==> src/rtl/rgmii_rx_framer_if.sv <==
// Byte stream leaving the RGMII receive framer: payload byte plus valid/last/error strobes.
// No backpressure; the sink must accept every valid_o cycle.
interface rgmii_rx_framer_if;
  logic [7:0] data_o;
  logic       valid_o;
  logic       last_o;
  logic       error_o;

  modport master (output data_o, valid_o, last_o, error_o);
  modport slave  (input  data_o, valid_o, last_o, error_o);
endinterface

==> src/rtl/rgmii_rx_framer.sv <==
// RGMII receive framer: strips preamble/SFD and emits payload bytes with last/error marking.
// Optional feature macro RGMII_RX_INBAND_STATUS_EN enables in-band link/speed/duplex capture.
//
// state    | meaning
// ---------+-----------------------------------------------------------
// idle_s   | between frames, waiting for preamble or SFD
// preamble | inside 0x55 run, waiting for SFD
// payload  | forwarding bytes through the one-byte hold register
// drop_s   | discarding the rest of a bad/oversize/interrupted frame
module rgmii_rx_framer #(
  parameter int max_len_p = 1522
) (
  input  logic              clk_i,
  input  logic              reset_n_i,
  input  logic [3:0]        rxd_rise_i,
  input  logic [3:0]        rxd_fall_i,
  input  logic              rx_ctl_rise_i,
  input  logic              rx_ctl_fall_i,
  rgmii_rx_framer_if.master rx_out,
  output logic              link_up_o,
  output logic [1:0]        speed_o,
  output logic              full_duplex_o
);

  localparam int len_w_lp = $clog2(max_len_p + 1);
  localparam logic [len_w_lp-1:0] len_max_lp = len_w_lp'(max_len_p);

  typedef enum logic [1:0] {
    idle_s     = 2'd0,
    preamble_s = 2'd1,
    payload_s  = 2'd2,
    drop_s     = 2'd3
  } state_t;

  state_t state, state_nxt;

  logic [7:0]          s1_byte;
  logic                s1_dv;
  logic                s1_er;
  logic [7:0]          hold_byte;
  logic                held_v;
  logic                err_flag;
  logic [len_w_lp-1:0] len_cnt;

  logic [7:0] data_q;
  logic       valid_q;
  logic       last_q;
  logic       error_q;

  logic emit, emit_last, emit_err;
  logic hold_load, err_set, sfd_hit, len_inc;

  always_ff @(posedge clk_i or negedge reset_n_i) begin
    if (!reset_n_i) begin
      s1_byte <= '0;
      s1_dv   <= 1'b0;
      s1_er   <= 1'b0;
    end else begin
      s1_byte <= {rxd_fall_i, rxd_rise_i};
      s1_dv   <= rx_ctl_rise_i;
      s1_er   <= rx_ctl_rise_i ^ rx_ctl_fall_i;
    end
  end

  always_ff @(posedge clk_i or negedge reset_n_i) begin
    if (!reset_n_i) begin
      state <= drop_s;
    end else begin
      state <= state_nxt;
    end
  end

  always_comb begin
    state_nxt = state;
    case (state)
      idle_s: begin
        if (s1_dv && !s1_er && s1_byte == 8'h55) begin
          state_nxt = preamble_s;
        end else if (s1_dv && !s1_er && s1_byte == 8'hD5) begin
          state_nxt = payload_s;
        end
      end
      preamble_s: begin
        if (!s1_dv) begin
          state_nxt = idle_s;
        end else if (s1_er) begin
          state_nxt = drop_s;
        end else if (s1_byte == 8'hD5) begin
          state_nxt = payload_s;
        end else if (s1_byte != 8'h55) begin
          state_nxt = drop_s;
        end
      end
      payload_s: begin
        if (!s1_dv) begin
          state_nxt = idle_s;
        end else if (len_cnt == len_max_lp) begin
          state_nxt = drop_s;
        end
      end
      drop_s: begin
        if (!s1_dv) begin
          state_nxt = idle_s;
        end
      end
      default: state_nxt = drop_s;
    endcase
  end

  // Output decode; a byte leaves only once its successor (or dv fall) shows whether it is last.
  always_comb begin
    emit      = 1'b0;
    emit_last = 1'b0;
    emit_err  = 1'b0;
    hold_load = 1'b0;
    err_set   = 1'b0;
    len_inc   = 1'b0;
    sfd_hit   = 1'b0;
    case (state)
      idle_s, preamble_s: begin
        sfd_hit = s1_dv && !s1_er && s1_byte == 8'hD5;
      end
      payload_s: begin
        if (!s1_dv) begin
          emit      = held_v;
          emit_last = held_v;
          emit_err  = held_v && err_flag;
        end else if (len_cnt == len_max_lp) begin
          emit      = held_v;
          emit_last = held_v;
          emit_err  = held_v;
        end else begin
          emit      = held_v;
          hold_load = 1'b1;
          len_inc   = 1'b1;
          err_set   = s1_er;
        end
      end
      default: ;
    endcase
  end

  always_ff @(posedge clk_i or negedge reset_n_i) begin
    if (!reset_n_i) begin
      hold_byte <= '0;
      held_v    <= 1'b0;
      err_flag  <= 1'b0;
      len_cnt   <= '0;
      data_q    <= '0;
      valid_q   <= 1'b0;
      last_q    <= 1'b0;
      error_q   <= 1'b0;
    end else begin
      valid_q <= emit;
      last_q  <= emit_last;
      error_q <= emit_err;
      if (emit) begin
        data_q <= hold_byte;
      end
      if (sfd_hit) begin
        held_v   <= 1'b0;
        err_flag <= 1'b0;
        len_cnt  <= '0;
      end else begin
        if (hold_load) begin
          hold_byte <= s1_byte;
          held_v    <= 1'b1;
        end
        if (err_set) begin
          err_flag <= 1'b1;
        end
        if (len_inc && len_cnt != '1) begin
          len_cnt <= len_cnt + 1'b1;
        end
      end
    end
  end

  assign rx_out.data_o  = data_q;
  assign rx_out.valid_o = valid_q;
  assign rx_out.last_o  = last_q;
  assign rx_out.error_o = error_q;

`ifdef RGMII_RX_INBAND_STATUS_EN
  always_ff @(posedge clk_i or negedge reset_n_i) begin
    if (!reset_n_i) begin
      link_up_o     <= 1'b0;
      speed_o       <= 2'b00;
      full_duplex_o <= 1'b0;
    end else if (state == idle_s && !s1_dv && !s1_er) begin
      link_up_o     <= s1_byte[0];
      speed_o       <= s1_byte[2:1];
      full_duplex_o <= s1_byte[3];
    end
  end
`else
  // Fixed 1G full-duplex link; forced low only while reset is held.
  assign link_up_o     = reset_n_i;
  assign speed_o       = {reset_n_i, 1'b0};
  assign full_duplex_o = reset_n_i;
`endif

endmodule

==> src/flat_wrapper.sv <==
// flat-port wrapper written by rule: the top's interface ports become plain ports
module rgmii_rx_framer_flat 
#(
  parameter int max_len_p = 1522
)
  (clk_i, reset_n_i, rxd_rise_i, rxd_fall_i, rx_ctl_rise_i, rx_ctl_fall_i, link_up_o, speed_o, full_duplex_o, rx_out_data_o, rx_out_valid_o, rx_out_last_o, rx_out_error_o);
  rgmii_rx_framer_if rx_out_i ();
  input  logic clk_i;
  input  logic reset_n_i;
  input  logic [3:0] rxd_rise_i;
  input  logic [3:0] rxd_fall_i;
  input  logic rx_ctl_rise_i;
  input  logic rx_ctl_fall_i;
  output logic link_up_o;
  output logic [1:0] speed_o;
  output logic full_duplex_o;
  output wire logic [$bits(rx_out_i.data_o)-1:0] rx_out_data_o;
  output wire logic [$bits(rx_out_i.valid_o)-1:0] rx_out_valid_o;
  output wire logic [$bits(rx_out_i.last_o)-1:0] rx_out_last_o;
  output wire logic [$bits(rx_out_i.error_o)-1:0] rx_out_error_o;
  assign rx_out_data_o = rx_out_i.data_o;
  assign rx_out_valid_o = rx_out_i.valid_o;
  assign rx_out_last_o = rx_out_i.last_o;
  assign rx_out_error_o = rx_out_i.error_o;
  rgmii_rx_framer #(.max_len_p(max_len_p)) u_core (.clk_i(clk_i), .reset_n_i(reset_n_i), .rxd_rise_i(rxd_rise_i), .rxd_fall_i(rxd_fall_i), .rx_ctl_rise_i(rx_ctl_rise_i), .rx_ctl_fall_i(rx_ctl_fall_i), .rx_out(rx_out_i), .link_up_o(link_up_o), .speed_o(speed_o), .full_duplex_o(full_duplex_o));
endmodule
==> config.mk <==
export PLATFORM = sky130hd
export DESIGN_NAME = rgmii_rx_framer_flat
export DESIGN_NICKNAME = d
export VERILOG_FILES = /design/src/rtl/rgmii_rx_framer_if.sv /design/src/rtl/rgmii_rx_framer.sv /design/src/flat_wrapper.sv
export SDC_FILE = /design/constraint.sdc
export NUM_CORES = 1
export LEC_CHECK = 0
export ABC_AREA = 1
export CORE_MARGIN = 4
export CORE_UTILIZATION = 34
export CTS_CLUSTER_SIZE = 20
export DETAILED_ROUTE_END_ITERATION = 7
export GPL_TIMING_DRIVEN = 1
export HOLD_SLACK_MARGIN = 0.06
export PLACE_DENSITY = 0.52
export REMOVE_ABC_BUFFERS = 1
export SLEW_MARGIN = 20
export SYNTH_ARGS = -nofsm -noshare
export SYNTH_HDL_FRONTEND = slang
export SYNTH_SLANG_ARGS = --single-unit
==> constraint.sdc <==
create_clock -name clk_i -period 3.8 [get_ports clk_i]
set_input_delay 0.57 -clock clk_i [delete_from_list [all_inputs] [get_ports clk_i]]
set_output_delay 0.57 -clock clk_i [all_outputs]
set_load 0.1 [all_outputs]
==> results_dict.tcl <==
set metrics [dict create \
    status "finished, final reports clean" \
    ys_seq_elements 44 \
    grt_pass1_vias 1478 \
    crit_required_ns 3.23 \
    vias 1528 \
    cts_setup_buffers 0 \
    htree_levels 2 \
    synth.area.top_cells "dfrtp_1, nand2_1, nand3_1, inv_1, nor2_1" \
    cp-end-kind "primary output" \
    setup_violations 0 \
    slowest_delay_ns 1.14 \
    fmaxAchievable_mhz 424 \
    seqCellArea_um2 1100 \
    rsz0062_at_grt "no" \
    dp_hpwl_um 2680 \
    antenna_found_initial 0 \
    grt_max_degree 48 \
    grt_pass1_wl_um 6730 \
    tns_ns 0 \
    cts_tree "done" \
    holdBufCountCts 0 \
    clock_sinks 44 \
    grt.overflow.total 0 \
    cp_cell_sequence "clkdlybuf4s50_1" \
    yosysTopAreaCellShare_pct 51.7 \
    vdd_ir_drop_max_uv 543 \
    post-route-period-util_pct 62.1 \
    place_congestion 0.847 \
    finalHoldViolCount 0 \
    coreArea_um2 5640 \
    die_y_um 85.3 \
    first_pass_iters 4 \
    clock-root-buffer "clkbuf_8" \
    nFillCells 576 \
    port_buffers 25 \
    yosysTopAreaCell "dfrtp_1" \
    cp_max_fo 2 \
    cp-startpoint "u_core.rx_out.data_o[3]$_DFFE_PN0P_" \
    viasPerCell 4.60 \
    seq_area_frac_synth_pct 54.3 \
    totalWireLength_um 3800 \
    finalCriticalPeriod_ns 2.36 \
    cp.arrival_ns 1.79 \
    layout_commonest_cell "nand2_1" \
    leakagePower_nw 1.18 \
    ant_nets 0 \
    drtIter0Drc 37 \
    wl_per_cell_um 11.4 \
    hold_path.class "input port to asynchronous set/reset pin" \
    path_class "flip-flop to primary output" \
    clk_latency_ns 0.29 \
    rows 27 \
    ys_warn_count 0 \
    clk_pin_slew_ns 0.08 \
    drv_cap 0 \
    drc 0 \
    clock_path_buffers 2 \
    die_area_um2 7280 \
    cpMaxStageDelayCell "clkdlybuf4s50_1" \
    grt.total_usage_pct 11.5 \
    cts_buffers 5 \
    syn-instance-count 234 \
    final_net_count 273 \
    path_delay_family "buffers and inverters" \
    placement.cell_area_um2 2310 \
    ios 27 \
    p_per_area_nw_per_um2 763 \
    cts-resized-gates 0 \
    start_kind "flip-flop" \
    r2r-start "u_core.len_cnt[0]$_DFFE_PN0P_" \
    area_delta_synth_final_pct 19.0 \
    slew_headroom_pct 35.4 \
    die_w_um 85.3 \
    diodes 0 \
    synth_area_per_cell_um2 8.68 \
    drv_slew 0 \
    synth_cell_types 29 \
    finClkSkew_ns 0.00769 \
    multiInputGateArea_um2 766 \
    worstMarginPinSlew_ns 0.965 \
    drive_gt1_share_pct 10.4 \
    syn-cell-area_um2 2030 \
    final_cell_mix "nand2_1, dfrtp_1, nand3_1" \
    worst-path-buf-inv 1 \
    stdcell_area_um2 2420 \
    initial_utilization_pct 36.0 \
]
[path summary, 6_finish.rpt]
| path | cells past startpoint | to | slack [ns] |
|---|---|---|---|
| worst max register to register | 11 | u_core.len_cnt[6]$_DFFE_PN0P_ | 1.76 |
| max in group asynchronous | 2 | u_core.state[1]$_DFFE_PN1P_ | 3.05 |
| min in group clk_i | 2 | u_core.rx_out.data_o[1]$_DFFE_PN0P_ | 0.47 |
| worst min register to register | 2 | u_core.rx_out.data_o[1]$_DFFE_PN0P_ | 0.47 |
| worst min-delay path | 2 | u_core.rx_out.data_o[4]$_DFFE_PN0P_ | 0.35 |
| worst max-delay path | 1 | rx_out_data_o[3] | 1.44 |
[power by group]
part | total [W] | internal (W) | switching [W]
Combinational | 0.000815 | 0.000210 | 0.000606
Sequential | 0.000681 | 0.000600 | 0.0000815
Clock | 0.000348 | 0.000195 | 0.000153
Total | 0.00185 | 0.00100 | 0.000841
[logic make-up after synthesis]
group,Yosys count,synth area share [%]
simple gates,123,27.2
flops,44,54.3
buf+inv,35,8.00
compound gates,20,5.17
xor+xnor,9,3.88
fa+ha+maj,2,1.23
other cells,1,0.185
[through the flow]
| step | hold slack, ns | util, % | setup WS, ns | instances | power, W |
|---|---|---|---|---|---|
| floorplan | 0.274 | - | 2.16 | 226 | 0.00130 |
| global placement | 0.453 | 41.0 | 1.65 | 324 | 0.00151 |
| CTS | 0.373 | 42.9 | 1.43 | 332 | 0.00187 |
| global route | 0.403 | 42.9 | 1.39 | 332 | 0.00198 |
| detailed placement | 0.458 | 41.0 | 1.66 | 324 | 0.00152 |
| finish | 0.348 | 42.9 | 1.44 | 332 | 0.00185 |
[synthesized netlist by cell type, drive strengths merged]
master	count
dfrtp	42
dfstp	2
conb	1
nand3	33
nand4	2
nor2	18
nand2	65
inv	26
buf	8
ha	2
nand3b	1
clkinv	1
a21oi	5
xnor2	3
xor2	6
o22ai	1
o21ai	14
or2	1
nor3	3
[area by class of cell]
type | instances | area share (%)
inverters | 27 | 4.40
repair buffers | 26 | 10.1
clock buffers | 6 | 3.00
flip-flops and latches | 44 | 45.6
well taps | 72 | 3.72
multi-input cells | 155 | 31.7
clock inverters | 2 | 1.45
[metal layers]
| metal | global-route usage, % | routed length, µm |
|---|---|---|
| met1 | 15.0 | 1850 |
| met2 | 18.3 | 1700 |
| met3 | 3.40 | 198 |
| met4 | 3.60 | 45 |
| met5 | 0 | 0 |
[state kept, by name (all words and copies together), names as in the netlist]
signal                 count
u_core.err_flag            1
u_core.hold_byte           8
u_core.rx_out.last_o       1
u_core.rx_out.valid_o      1
u_core.s1_er               1
u_core.held_v              1
u_core.s1_dv               1
u_core.len_cnt            11
u_core.rx_out.error_o      1
u_core.rx_out.data_o       8
u_core.s1_byte             8
u_core.state               2
Power figures use the tool's default switching activity.
